==> src/rtl/unidade_muldiv_if.sv <==
// Operand, result and handshake bundle between the control/register file side and the mul/div unit.
interface unidade_muldiv_if #(
    parameter int unsigned WIDTH   = 16,
    parameter int unsigned REGBITS = 4
);
    logic               start;
    logic [1:0]         op;
    logic [WIDTH-1:0]   opA;
    logic [WIDTH-1:0]   opB;
    logic [REGBITS-1:0] regDest;
    logic               busy;
    logic               done;
    logic               RW;
    logic [REGBITS-1:0] regC;
    logic [WIDTH-1:0]   dado;
    logic               divZero;

    modport master (
        output start, op, opA, opB, regDest,
        input  busy, done, RW, regC, dado, divZero
    );

    modport slave (
        input  start, op, opA, opB, regDest,
        output busy, done, RW, regC, dado, divZero
    );
endinterface

==> src/rtl/unidade_muldiv.sv <==
// Iterative unsigned multiply (shift-add) / divide (restoring) unit, one bit per cycle,
// returning its result to the register file as a single-cycle write strobe.
module unidade_muldiv #(
    parameter int unsigned WIDTH   = 16,
    parameter int unsigned REGBITS = 4
) (
    input  logic            clk,
    input  logic            rst_n,
    unidade_muldiv_if.slave bus
);
    localparam int unsigned CNTW = $clog2(WIDTH + 1);

    typedef enum logic [1:0] {IDLE, CALC, DONE} state_t;

    state_t               state_q, state_d;
    logic [CNTW-1:0]      cnt_q, cnt_d;
    logic [1:0]           op_q, op_d;
    logic [WIDTH-1:0]     b_q, b_d;
    logic [WIDTH:0]       hi_q, hi_d;
    logic [WIDTH-1:0]     lo_q, lo_d;
    logic [REGBITS-1:0]   dest_q, dest_d;
    logic [WIDTH-1:0]     dado_q, dado_d;
    logic [REGBITS-1:0]   regc_q, regc_d;
    logic                 divzero_q, divzero_d;
    logic                 busy_q, busy_d;
    logic                 done_q, done_d;

    logic [WIDTH:0]       mul_sum;
    logic [WIDTH:0]       div_shift;
    logic                 div_fits;

    // hi:lo is the partial product (mul) or remainder:quotient pair (div); b is multiplicand/divisor
    always_comb begin
        state_d   = state_q;
        cnt_d     = cnt_q;
        op_d      = op_q;
        b_d       = b_q;
        hi_d      = hi_q;
        lo_d      = lo_q;
        dest_d    = dest_q;
        dado_d    = dado_q;
        regc_d    = regc_q;
        divzero_d = divzero_q;

        mul_sum   = hi_q + (WIDTH+1)'(lo_q[0] ? b_q : '0);
        div_shift = {hi_q[WIDTH-1:0], lo_q[WIDTH-1]};
        div_fits  = (div_shift >= {1'b0, b_q});

        case (state_q)
            IDLE: begin
                if (bus.start) begin
                    op_d   = bus.op;
                    b_d    = bus.op[1] ? bus.opB : bus.opA;
                    lo_d   = bus.op[1] ? bus.opA : bus.opB;
                    hi_d   = '0;
                    cnt_d  = '0;
                    dest_d = bus.regDest;
                    if (bus.op[1] && (bus.opB == '0)) begin
                        state_d   = DONE;
                        dado_d    = bus.op[0] ? bus.opA : '1;
                        regc_d    = bus.regDest;
                        divzero_d = 1'b1;
                    end else begin
                        state_d = CALC;
                    end
                end
            end
            CALC: begin
                if (cnt_q == CNTW'(WIDTH)) begin
                    // low word is product-low/quotient, high word is product-high/remainder
                    state_d   = DONE;
                    dado_d    = op_q[0] ? hi_q[WIDTH-1:0] : lo_q;
                    regc_d    = dest_q;
                    divzero_d = 1'b0;
                end else begin
                    cnt_d = cnt_q + CNTW'(1);
                    if (op_q[1]) begin
                        hi_d = div_fits ? (div_shift - {1'b0, b_q}) : div_shift;
                        lo_d = {lo_q[WIDTH-2:0], div_fits};
                    end else begin
                        hi_d = {1'b0, mul_sum[WIDTH:1]};
                        lo_d = {mul_sum[0], lo_q[WIDTH-1:1]};
                    end
                end
            end
            DONE:    state_d = IDLE;
            default: state_d = IDLE;
        endcase

        busy_d = (state_d != IDLE);
        done_d = (state_d == DONE);
    end

    always_ff @(posedge clk or negedge rst_n) begin
        if (!rst_n) begin
            state_q   <= IDLE;
            cnt_q     <= '0;
            op_q      <= '0;
            b_q       <= '0;
            hi_q      <= '0;
            lo_q      <= '0;
            dest_q    <= '0;
            dado_q    <= '0;
            regc_q    <= '0;
            divzero_q <= 1'b0;
            busy_q    <= 1'b0;
            done_q    <= 1'b0;
        end else begin
            state_q   <= state_d;
            cnt_q     <= cnt_d;
            op_q      <= op_d;
            b_q       <= b_d;
            hi_q      <= hi_d;
            lo_q      <= lo_d;
            dest_q    <= dest_d;
            dado_q    <= dado_d;
            regc_q    <= regc_d;
            divzero_q <= divzero_d;
            busy_q    <= busy_d;
            done_q    <= done_d;
        end
    end

    assign bus.busy    = busy_q;
    assign bus.done    = done_q;
    assign bus.RW      = done_q;
    assign bus.regC    = regc_q;
    assign bus.dado    = dado_q;
    assign bus.divZero = divzero_q;
endmodule

==> src/flat_wrapper.sv <==
// flat-port wrapper written by rule: the top's interface ports become plain ports
module unidade_muldiv_flat 
#(
    parameter int unsigned WIDTH   = 16,
    parameter int unsigned REGBITS = 4
)
  (clk, rst_n, bus_start, bus_op, bus_opA, bus_opB, bus_regDest, bus_busy, bus_done, bus_RW, bus_regC, bus_dado, bus_divZero);
  unidade_muldiv_if #(.WIDTH(WIDTH), .REGBITS(REGBITS)) bus_i ();
  input  logic clk;
  input  logic rst_n;
  input wire logic [$bits(bus_i.start)-1:0] bus_start;
  input wire logic [$bits(bus_i.op)-1:0] bus_op;
  input wire logic [$bits(bus_i.opA)-1:0] bus_opA;
  input wire logic [$bits(bus_i.opB)-1:0] bus_opB;
  input wire logic [$bits(bus_i.regDest)-1:0] bus_regDest;
  output wire logic [$bits(bus_i.busy)-1:0] bus_busy;
  output wire logic [$bits(bus_i.done)-1:0] bus_done;
  output wire logic [$bits(bus_i.RW)-1:0] bus_RW;
  output wire logic [$bits(bus_i.regC)-1:0] bus_regC;
  output wire logic [$bits(bus_i.dado)-1:0] bus_dado;
  output wire logic [$bits(bus_i.divZero)-1:0] bus_divZero;
  assign bus_i.start = bus_start;
  assign bus_i.op = bus_op;
  assign bus_i.opA = bus_opA;
  assign bus_i.opB = bus_opB;
  assign bus_i.regDest = bus_regDest;
  assign bus_busy = bus_i.busy;
  assign bus_done = bus_i.done;
  assign bus_RW = bus_i.RW;
  assign bus_regC = bus_i.regC;
  assign bus_dado = bus_i.dado;
  assign bus_divZero = bus_i.divZero;
  unidade_muldiv #(.WIDTH(WIDTH), .REGBITS(REGBITS)) u_core (.clk(clk), .rst_n(rst_n), .bus(bus_i));
endmodule
==> config.mk <==
export PLATFORM = sky130hd
export DESIGN_NAME = unidade_muldiv_flat
export DESIGN_NICKNAME = d
export VERILOG_FILES = /design/src/rtl/unidade_muldiv_if.sv /design/src/rtl/unidade_muldiv.sv /design/src/flat_wrapper.sv
export SDC_FILE = /design/constraint.sdc
export NUM_CORES = 1
export LEC_CHECK = 0
export ABC_AREA = 0
export CAP_MARGIN = 20
export CELL_PAD_IN_SITES_DETAIL_PLACEMENT = 1
export CELL_PAD_IN_SITES_GLOBAL_PLACEMENT = 2
export CORE_MARGIN = 10
export CORE_UTILIZATION = 30
export CTS_BUF_LIST = sky130_fd_sc_hd__clkbuf_4
export CTS_CLUSTER_SIZE = 30
export DETAILED_ROUTE_END_ITERATION = 16
export PLACE_DENSITY_LB_ADDON = 0.1
export RECOVER_POWER = 25
export SLEW_MARGIN = 20
export SYNTH_ARGS = -nofsm -noshare
export SYNTH_HDL_FRONTEND = slang
export SYNTH_SLANG_ARGS = --single-unit
==> constraint.sdc <==
create_clock -name clk -period 3.5 [get_ports clk]
set_input_delay 0.875 -clock clk [delete_from_list [all_inputs] [get_ports clk]]
set_output_delay 0.875 -clock clk [all_outputs]
set_load 0.01 [all_outputs]
==> results_tabular.tex, run 1 <==
\begin{tabular}{lr}
\hline
Metric & Value \\
\hline
\multicolumn{2}{l}{\textbf{Synth}} \\
\quad Net count after synthesis & 798 \\
\quad Post-synthesis share of cell area spent on and, or, nand and nor gates & a little under a fifth \\
\quad Number of different library cells in the post-synthesis netlist & 62 \\
\quad Synth top area share & 34.2\% \\
\quad Synth top area cells & sky130\_fd\_sc\_hd\_\_dfrtp\_1, sky130\_fd\_sc\_hd\_\_mux2i\_1, sky130\_fd\_sc\_hd\_\_nand2\_1, sky130\_fd\_sc\_hd\_\_ha\_1, sky130\_fd\_sc\_hd\_\_o21ai\_0 \\
\quad Part of the Yosys area used for sequential elements & 34.2\% \\
\quad Fraction of synthesis flops using an asynchronous set or reset pin & between 90\% and 100\% \\
\quad Post-Synthesis Cells & 721 \\
\quad Compound-cell area share of the yosys netlist & 19.3\% \\
\quad Xor-xnor portion of the synthesized cell area & 3.10\% \\
\quad Most area-hungry cell type in the Yosys netlist & sky130\_fd\_sc\_hd\_\_dfrtp\_1 \\
\quad Fraction of synthesized area in multiplexers & between 10\% and 20\% \\
\quad Netlist area before placement & 6220 sq um \\
\quad Flip-flop and latch count after synthesis & 85 \\
\quad Mean instance size in the synthesized netlist & roughly 8.6 sq um \\
\quad Dominant combinational cell family by area after synthesis & compound AO/OA/AOI/OAI gates \\
\quad Yosys warning count & 0 \\
\quad Predominant post-synthesis flop cell & sky130\_fd\_sc\_hd\_\_dfrtp\_1 \\
\quad Number of enable-type register cells in the synthesized netlist & 0 \\
\quad Adder-cell area share of the yosys netlist & 7.48\% \\
\multicolumn{2}{l}{\textbf{Clock tree}} \\
\quad H-tree depth & 3 \\
\quad CTS tree & built \\
\quad Clock-pin slew reported for the worst setup and hold paths after clock tree synthesis & 150 ps \\
\quad Cts hold-fix bufs & 0 \\
\quad Root buffer cell & sky130\_fd\_sc\_hd\_\_clkbuf\_4 \\
\quad Number of buffers on the longest clock path & 2 \\
\quad Clock tree sinks & 85 \\
\quad Worst-skew pair later-pin latency & 460 ps \\
\quad Postcts setup bufs & 0 \\
\quad CTS-repair resized insts & 0 \\
\quad Number of buffers inserted during clock tree synthesis & 9 \\
\multicolumn{2}{l}{\textbf{Pwr}} \\
\quad Part of the total power dissipated in combinational logic & between 60\% and 70\% \\
\quad Net switching power & 3.78 mW \\
\quad Switching share of power & 48.5\% \\
\quad Overall power & 7.78 mW \\
\quad Internal power & 4.01 mW \\
\quad Leak & 3.21 nW \\
\quad Part of the power in registers & 26.7\% \\
\quad Largest vdd supply drop & 0.246 mV \\
\quad Clock group share of total power & 7.5\% \\
\quad Total power density per cell area & 1070 nW/um\^{}2 \\
\multicolumn{2}{l}{\textbf{Critical path}} \\
\quad Worst path bufs/invs & 1 \\
\quad WP data arrival & 3590 ps \\
\quad Critical path's largest stage delay & 530 ps \\
\quad CP top delay family & compound AO/OA/AOI/OAI gates \\
\quad Worst reg-to-reg path cell count & 11 \\
\quad Worst Path Required & 3890 ps \\
\quad Worst r2r src & u\_core.hi\_q[0] \\
\quad Critical path, cell by cell & ha\_1 -> inv\_1 -> fa\_1 -> nand2b\_1 -> a21oi\_1 -> o31ai\_1 -> a31oi\_1 -> nand2\_1 -> o21ai\_0 -> mux2\_2 -> a221oi\_2 \\
\quad Register-to-register setup slack & 290 ps \\
\quad Critical Path Fanout Max & 6 \\
\quad Worst Setup Start Kind & flop \\
\quad Type of destination of the critical path & flop \\
\quad Worst Path Class, Setup & flop to flop \\
\quad Master of the slowest instance on the critical path & sky130\_fd\_sc\_hd\_\_dfrtp\_1 \\
\quad Worst flop-to-flop path endpoint & u\_core.hi\_q[15] \\
\multicolumn{2}{l}{\textbf{Timing}} \\
\quad Clock period minus worst slack & 3210 ps \\
\quad Final hold vios & 0 \\
\quad Rel. slew slack & -51.6\% \\
\quad Worst hold slack & 496 ps \\
\quad Transition time at the pin with the least slew margin & 2270 ps \\
\quad Setup Total Neg Slack & 0 ps \\
\quad RSZ-0062 raised after global routing & no \\
\quad Max Clock Skew & approximately 19 ps \\
\quad Peak clock frequency supported by timing & 312 MHz \\
\quad Number of slew-limit violations in the final report & 38 \\
\quad Part of the cycle the worst path needs & between 90 and 100\% \\
\quad Number of setup violations in the final report & 0 \\
\multicolumn{2}{l}{\textbf{Job}} \\
\quad Max Cap Violations & 1 \\
\multicolumn{2}{l}{\textbf{Routing}} \\
\quad TritonRoute pass-1 iters & 4 \\
\quad DR vias & 5444 \\
\quad DRT iter0 DRCs & 350 \\
\quad DRC Markers & 0 \\
\quad Final ANT Viol Nets & 0 \\
\quad Wire length per cell after detailed routing & 19.8 um \\
\quad Detailed Route WL & 20.8 mm \\
\quad Post-detailed-route via-to-cell ratio & between 5 and 6 \\
\multicolumn{2}{l}{\textbf{Global routing}} \\
\quad Via count of the first global-routing pass & about 5800 \\
\quad Tot GR Track Use & 15.8\% \\
\quad Number of antenna violations at the first check in global routing & 1 \\
\quad Global-route congestion overflow total & 0 \\
\quad Maximum number of pins on one net before global-route repair & between 40 and 50 \\
\quad First-pass GRT wire length & 33.7 mm \\
\multicolumn{2}{l}{\textbf{Layout}} \\
\quad Post-route cell area & 7300 sq um \\
\quad Most frequent cells in the layout & sky130\_fd\_sc\_hd\_\_nand2\_1, sky130\_fd\_sc\_hd\_\_dfrtp\_1, sky130\_fd\_sc\_hd\_\_o21ai\_0 \\
\quad Fraction of final layout cells sized beyond drive strength 1 & 7.93\% \\
\quad Commonest non-fill, non-tap cell in the layout & sky130\_fd\_sc\_hd\_\_nand2\_1 \\
\quad Post-Layout Cell Count & roughly 1100 \\
\quad \# nets final & 855 \\
\quad Layout overhead on the synthesized area & 17.4\% \\
\multicolumn{2}{l}{\textbf{Die}} \\
\quad Core region area & 20300 sq um \\
\quad Width of the chip & 164 um \\
\quad Number of placed I/O pins & 65 \\
\quad Die area & 26900 sq um \\
\quad Die Y-Extent & roughly 160 um \\
\quad Starting density of the core & 30.6\% \\
\quad Site row count & 52 \\
\multicolumn{2}{l}{\textbf{Placement}} \\
\quad HPWL after detailed placement & 16.3 mm \\
\quad Cell count after placement & between 1000 and 1500 \\
\quad Post-DP Area & 7170 sq um \\
\quad Weighted congestion reported at the end of routability-driven placement & 0.879 \\
\quad Number of port buffers & 64 \\
\multicolumn{2}{l}{\textbf{Hold path}} \\
\quad Min-delay worst type & flop to flop \\
\quad Startpoint of the worst hold path & u\_core.dest\_q[1] \\
\quad Hold Path Cell Cnt & 2 \\
\quad Destination of the worst hold path & u\_core.dest\_q[1] \\
\multicolumn{2}{l}{\textbf{Status}} \\
\quad Outcome & finished, violations left \\
\quad Failing checks & max-capacitance violations, max-slew violations \\
\hline
\end{tabular}
-- synthesized netlist by cell type, types with 6 or more instances --
| cell type | n |
|---|---|
| sky130_fd_sc_hd__nand2_1 | 122 |
| sky130_fd_sc_hd__dfrtp_1 | 85 |
| sky130_fd_sc_hd__o21ai_0 | 73 |
| sky130_fd_sc_hd__mux2i_1 | 63 |
| sky130_fd_sc_hd__ha_1 | 34 |
| sky130_fd_sc_hd__a21oi_1 | 32 |
| sky130_fd_sc_hd__inv_1 | 29 |
| sky130_fd_sc_hd__nor2_1 | 28 |
| sky130_fd_sc_hd__clkbuf_1 | 26 |
| sky130_fd_sc_hd__nor2b_1 | 20 |
| sky130_fd_sc_hd__and2_1 | 17 |
| sky130_fd_sc_hd__o221ai_1 | 17 |
| sky130_fd_sc_hd__mux2_2 | 15 |
| sky130_fd_sc_hd__xnor2_1 | 13 |
| sky130_fd_sc_hd__nor3_1 | 11 |
| sky130_fd_sc_hd__o21ai_1 | 11 |
| sky130_fd_sc_hd__a31oi_1 | 10 |
| sky130_fd_sc_hd__xor2_1 | 9 |
| sky130_fd_sc_hd__a21o_1 | 8 |
| sky130_fd_sc_hd__nand3_1 | 8 |
| sky130_fd_sc_hd__a211oi_1 | 6 |
| sky130_fd_sc_hd__a22oi_1 | 6 |
| sky130_fd_sc_hd__nand4_1 | 6 |
| sky130_fd_sc_hd__o21bai_1 | 6 |
-- state kept, by name (all words and copies together), names as in the netlist --
signal              flops
u_core.hi_q            17
u_core.bus.divZero      1
u_core.bus.RW           1
u_core.bus.regC         4
u_core.bus.dado        16
u_core.b_q             16
u_core.dest_q           4
u_core.state_q          2
u_core.bus.busy         1
u_core.lo_q            16
u_core.cnt_q            5
u_core.op_q             2
-- per-stage QoR --
stage / worst slack, ps / util, %
2_1_floorplan: 586 / -
3_3_place_gp: 228 / 35.3
3_5_place_dp: 105 / 35.3
4_1_cts: 277 / 36.0
5_1_grt: 14.4 / 36.0
6_report: 294 / 36.0
-- power groups by stage --
| stage | sequential (mW) | combinational, mW | clock [mW] |
|---|---|---|---|
| 2_1_floorplan | 1.86 | 3.76 | 0 |
| 3_3_place_gp | 2.09 | 5.03 | 0 |
| 3_5_place_dp | 2.10 | 5.16 | 0 |
| 4_1_cts | 2.08 | 5.20 | 0.609 |
| 5_1_grt | 2.15 | 5.81 | 0.651 |
| 6_report | 2.08 | 5.12 | 0.584 |
-- how the worst max path moves through the flow --
| stage | from | end | slack [ps] | cells past startpoint |
|---|---|---|---|---|
| final | u_core.hi_q[0] | u_core.hi_q[15] | 290 | 11 |
| after global routing | u_core.hi_q[0] | u_core.hi_q[15] | 10 | 11 |
| after CTS | u_core.hi_q[0] | u_core.hi_q[15] | 280 | 11 |
| after detailed placement | bus_opB[0] | u_core.bus.dado[3] | 110 | 8 |
| after global placement | bus_opB[5] | u_core.bus.dado[1] | 230 | 9 |
| after floorplan | u_core.lo_q[0] | u_core.hi_q[15] | 590 | 13 |
-- layer usage --
| metal | global-route usage, % | up-vias | share of wire [%] |
|---|---|---|---|
| met2 | 24.7 | 69 | 45 |
| li1 | - | 2680 | - |
| met3 | 2.83 | 18 | 3.0 |
| met1 | 21.9 | 2677 | 50 |
| met5 | 0 | - | 0 |
| met4 | 4.59 | 0 | 1.6 |
-- layout make-up --
class	instances	area, sq um
Antenna cell	1	2.50
Clock buffer	10	75.1
Clock inverter	5	52.6
Fill cell	2448	13000
Inverter	31	116
Multi-Input combinational cell	567	3800
Sequential cell	85	2130
Tap cell	270	338
Timing Repair Buffer	84	792
-- worst register-to-register path: cells and delay by family (launching register included) --
kind	cells	cell delay, ps
compound gates	5	1110
fa+ha+maj	2	710
flops	1	530
mux	1	380
simple gates	2	340
buf+inv	1	80
-- cell families (layout without fill, tap and decap cells) --
family          count (synthesis)  in the layout
flops                          85             85
buf+inv                        69            130
xor+xnor                       22             22
compound gates                192            192
fa+ha+maj                      36             36
mux                            79             79
other cells                     0              1
simple gates                  238            238
Note: power is estimated with default switching activity, not from simulation.
==> inputs of run 2 (changes only) <==
- REMOVE_ABC_BUFFERS: default -> 1
==> results_tabular.tex, run 2 (synthesis gave the netlist of run 1 again) <==
\begin{tabular}{lr}
\hline
Metric & Value \\
\hline
\multicolumn{2}{l}{\textbf{Status}} \\
\quad Outcome & finished, violations left \\
\quad Failing checks & max-capacitance violations, max-slew violations \\
\multicolumn{2}{l}{\textbf{Routing}} \\
\quad DRT iter0 DRCs & 244 \\
\quad TritonRoute pass-1 iters & 4 \\
\quad Met3 routed WL & around 720 um \\
\quad Met2 wire length & 9.89 mm \\
\quad Post-detailed-route via-to-cell ratio & 5.23 \\
\quad Wire length on met1 & 10.4 mm \\
\quad DR vias & approximately 5500 \\
\quad Detailed Route WL & 21.3 mm \\
\quad Final ANT Viol Nets & 0 \\
\quad DRC Markers & 0 \\
\quad Top Metal Used & met4 \\
\quad Wire length per cell after detailed routing & 20.1 um \\
\multicolumn{2}{l}{\textbf{Critical path}} \\
\quad Worst Setup Start Kind & flop \\
\quad Worst Path Required & 3910 ps \\
\quad Master of the slowest instance on the critical path & sky130\_fd\_sc\_hd\_\_fa\_1 \\
\quad CP top delay family & compound AO/OA/AOI/OAI gates \\
\quad Critical path's largest stage delay & 490 ps \\
\quad Worst path bufs/invs & 2 \\
\quad Critical path, cell by cell & inv\_1 -> ha\_1 -> inv\_1 -> fa\_1 -> a211oi\_1 -> o21ai\_1 -> a31oi\_1 -> o21bai\_1 -> nand2\_1 -> o21ai\_0 -> or4\_1 -> nand3\_1 \\
\quad Cell repeated most along the worst path & sky130\_fd\_sc\_hd\_\_inv\_1 \\
\quad Critical Path Fanout Max & 3 \\
\quad Type of destination of the critical path & flop \\
\quad WP data arrival & 3550 ps \\
\quad Worst Path Class, Setup & flop to flop \\
\multicolumn{2}{l}{\textbf{Pwr}} \\
\quad Net switching power & 3.80 mW \\
\quad Largest vdd supply drop & 0.247 mV \\
\quad Leak & 3.23 nW \\
\quad Part of the total power dissipated in combinational logic & 65.1\% \\
\quad Part of the power in registers & a little over a quarter \\
\quad Internal power & 4.09 mW \\
\quad Clock group share of total power & under 10\% \\
\quad Switching share of power & between 40\% and 50\% \\
\quad Total power density per cell area & 1080 nW/um\^{}2 \\
\multicolumn{2}{l}{\textbf{Timing}} \\
\quad Max Clock Skew & 10.9 ps \\
\quad Peak clock frequency supported by timing & 319 MHz \\
\quad Worst hold slack & 499 ps \\
\quad Final worst setup slack & 362 ps \\
\quad Setup Total Neg Slack & 0 ps \\
\quad Transition time at the pin with the least slew margin & 2210 ps \\
\quad Final hold vios & 0 \\
\quad Part of the cycle the worst path needs & about nine tenths \\
\quad Clock period minus worst slack & 3140 ps \\
\quad Rel. slew slack & -47.2\% \\
\quad RSZ-0062 raised after global routing & no \\
\quad Number of slew-limit violations in the final report & 37 \\
\quad Number of setup violations in the final report & 0 \\
\multicolumn{2}{l}{\textbf{Global routing}} \\
\quad First-pass GRT wire length & 34.4 mm \\
\quad Maximum number of pins on one net before global-route repair & 50 \\
\quad Tot GR Track Use & 16.3\% \\
\quad Number of antenna violations at the first check in global routing & 1 \\
\quad Via count of the first global-routing pass & around 5900 \\
\quad Global-route congestion overflow total & 0 \\
\multicolumn{2}{l}{\textbf{Layout}} \\
\quad Fraction of final layout cells sized beyond drive strength 1 & 7.79\% \\
\quad Max reg flops & 17 \\
\quad Layout overhead on the synthesized area & 17.8\% \\
\quad Util after Layout & 36.1\% \\
\quad Register name with the most flops & u\_core.hi\_q \\
\quad Commonest non-fill, non-tap cell in the layout & sky130\_fd\_sc\_hd\_\_nand2\_1 \\
\quad \# nets final & 855 \\
\quad Most frequent cells in the layout & sky130\_fd\_sc\_hd\_\_nand2\_1, sky130\_fd\_sc\_hd\_\_dfrtp\_1, sky130\_fd\_sc\_hd\_\_o21ai\_0 \\
\quad Post-Layout Cell Count & 1055 \\
\multicolumn{2}{l}{\textbf{Die}} \\
\quad Die Y-Extent & 164 um \\
\quad Die area & 26900 sq um \\
\quad Site row count & 52 \\
\quad Starting density of the core & 30.6\% \\
\quad Number of placed I/O pins & 65 \\
\quad Core region area & $\sim$20000 sq um \\
\quad Width of the chip & 164 um \\
\multicolumn{2}{l}{\textbf{Clock tree}} \\
\quad Postcts setup bufs & 0 \\
\quad CTS tree & built \\
\quad Clock tree sinks & 85 \\
\quad Worst-skew pair later-pin latency & 470 ps \\
\quad Cts hold-fix bufs & 0 \\
\quad Number of buffers inserted during clock tree synthesis & 9 \\
\quad Root buffer cell & sky130\_fd\_sc\_hd\_\_clkbuf\_4 \\
\quad H-tree depth & 3 \\
\quad Number of buffers on the longest clock path & 2 \\
\quad Clock-pin slew reported for the worst setup and hold paths after clock tree synthesis & around 140 ps \\
\quad CTS-repair resized insts & 0 \\
\multicolumn{2}{l}{\textbf{Placement}} \\
\quad Number of port buffers & 64 \\
\quad Setup slack at placement & 8.12 ps \\
\quad Cell count after placement & 1037 \\
\quad Weighted congestion reported at the end of routability-driven placement & about 0.85 \\
\quad HPWL after detailed placement & 16.5 mm \\
\multicolumn{2}{l}{\textbf{Job}} \\
\quad Max Cap Violations & 1 \\
\multicolumn{2}{l}{\textbf{Hold path}} \\
\quad Min-delay worst type & flop to flop \\
\hline
\end{tabular}
[run 2: cell count changes in the layout (fill, tap and decap cells not counted), sizes merged]
cell,delta
bufinv,+1
clkinvlp,-1
diode,+1
clkinv,+1
[run 2: power groups by stage]
stage                     sequential, mW  combinational (mW)  clock (mW)
after floorplan                     1.93                3.52           0
after global placement              2.12                5.04           0
after detailed placement            2.12                5.14           0
after CTS                           2.10                5.20       0.688
after global routing                2.18                5.81       0.726
final                               2.10                5.13       0.655
[run 2: area by class of cell]
class                      count  area (sq um)
inverter                      31           116
fill                        2425         13000
multi-input combinational    567          3800
timing repair buffer          84           792
tap                          270           338
clock buffer                  10          75.1
clock inverter                 6          77.6
sequential                    85          2130
antenna                        2          5.00
[run 2: metrics by stage]
| stage | area, sq um | total power, mW |
|---|---|---|
| floorplan | 6040 | 5.45 |
| global placement | 7170 | 7.16 |
| detailed placement | 7170 | 7.26 |
| CTS | 7330 | 7.98 |
| global route | 7320 | 8.72 |
| finish | 7330 | 7.89 |
[run 2: routing by layer]
metal / vias up / GRT usage [%]
li1: 2694 / -
met5: - / 0
met4: 0 / 3.70
met1: 2741 / 22.1
met2: 73 / 26.2
met3: 14 / 2.95
[run 2: worst register-to-register path, cell delays in order, from the launching register on]
cell and delay, ps:
sky130_fd_sc_hd__dfrtp_1 420, sky130_fd_sc_hd__inv_1 150, sky130_fd_sc_hd__ha_1 270, sky130_fd_sc_hd__inv_1 90, sky130_fd_sc_hd__fa_1 490, sky130_fd_sc_hd__a211oi_1 350
sky130_fd_sc_hd__o21ai_1 180, sky130_fd_sc_hd__a31oi_1 270, sky130_fd_sc_hd__o21bai_1 130, sky130_fd_sc_hd__nand2_1 90, sky130_fd_sc_hd__o21ai_0 120, sky130_fd_sc_hd__or4_1 430
sky130_fd_sc_hd__nand3_1 90
[run 2: worst paths after layout]
kind / startpoint / endpoint / slack, ps / depth (start not counted)
min in group asynchronous: rst_n / u_core.bus.busy / 1030 / 1
min: u_core.dest_q[1] / u_core.dest_q[1] / 500 / 2
max in group asynchronous: rst_n / u_core.b_q[9] / 1200 / 1
max reg2reg: u_core.lo_q[15] / u_core.hi_q[16] / 360 / 12
min reg2reg: u_core.dest_q[1] / u_core.dest_q[1] / 500 / 2
max: u_core.lo_q[15] / u_core.hi_q[16] / 360 / 12
==> inputs of run 3 (changes only) <==
- TNS_END_PERCENT: default -> 20
==> results of run 3 <==
No change in the layout: final DEF, timing and power equal those of run 2.
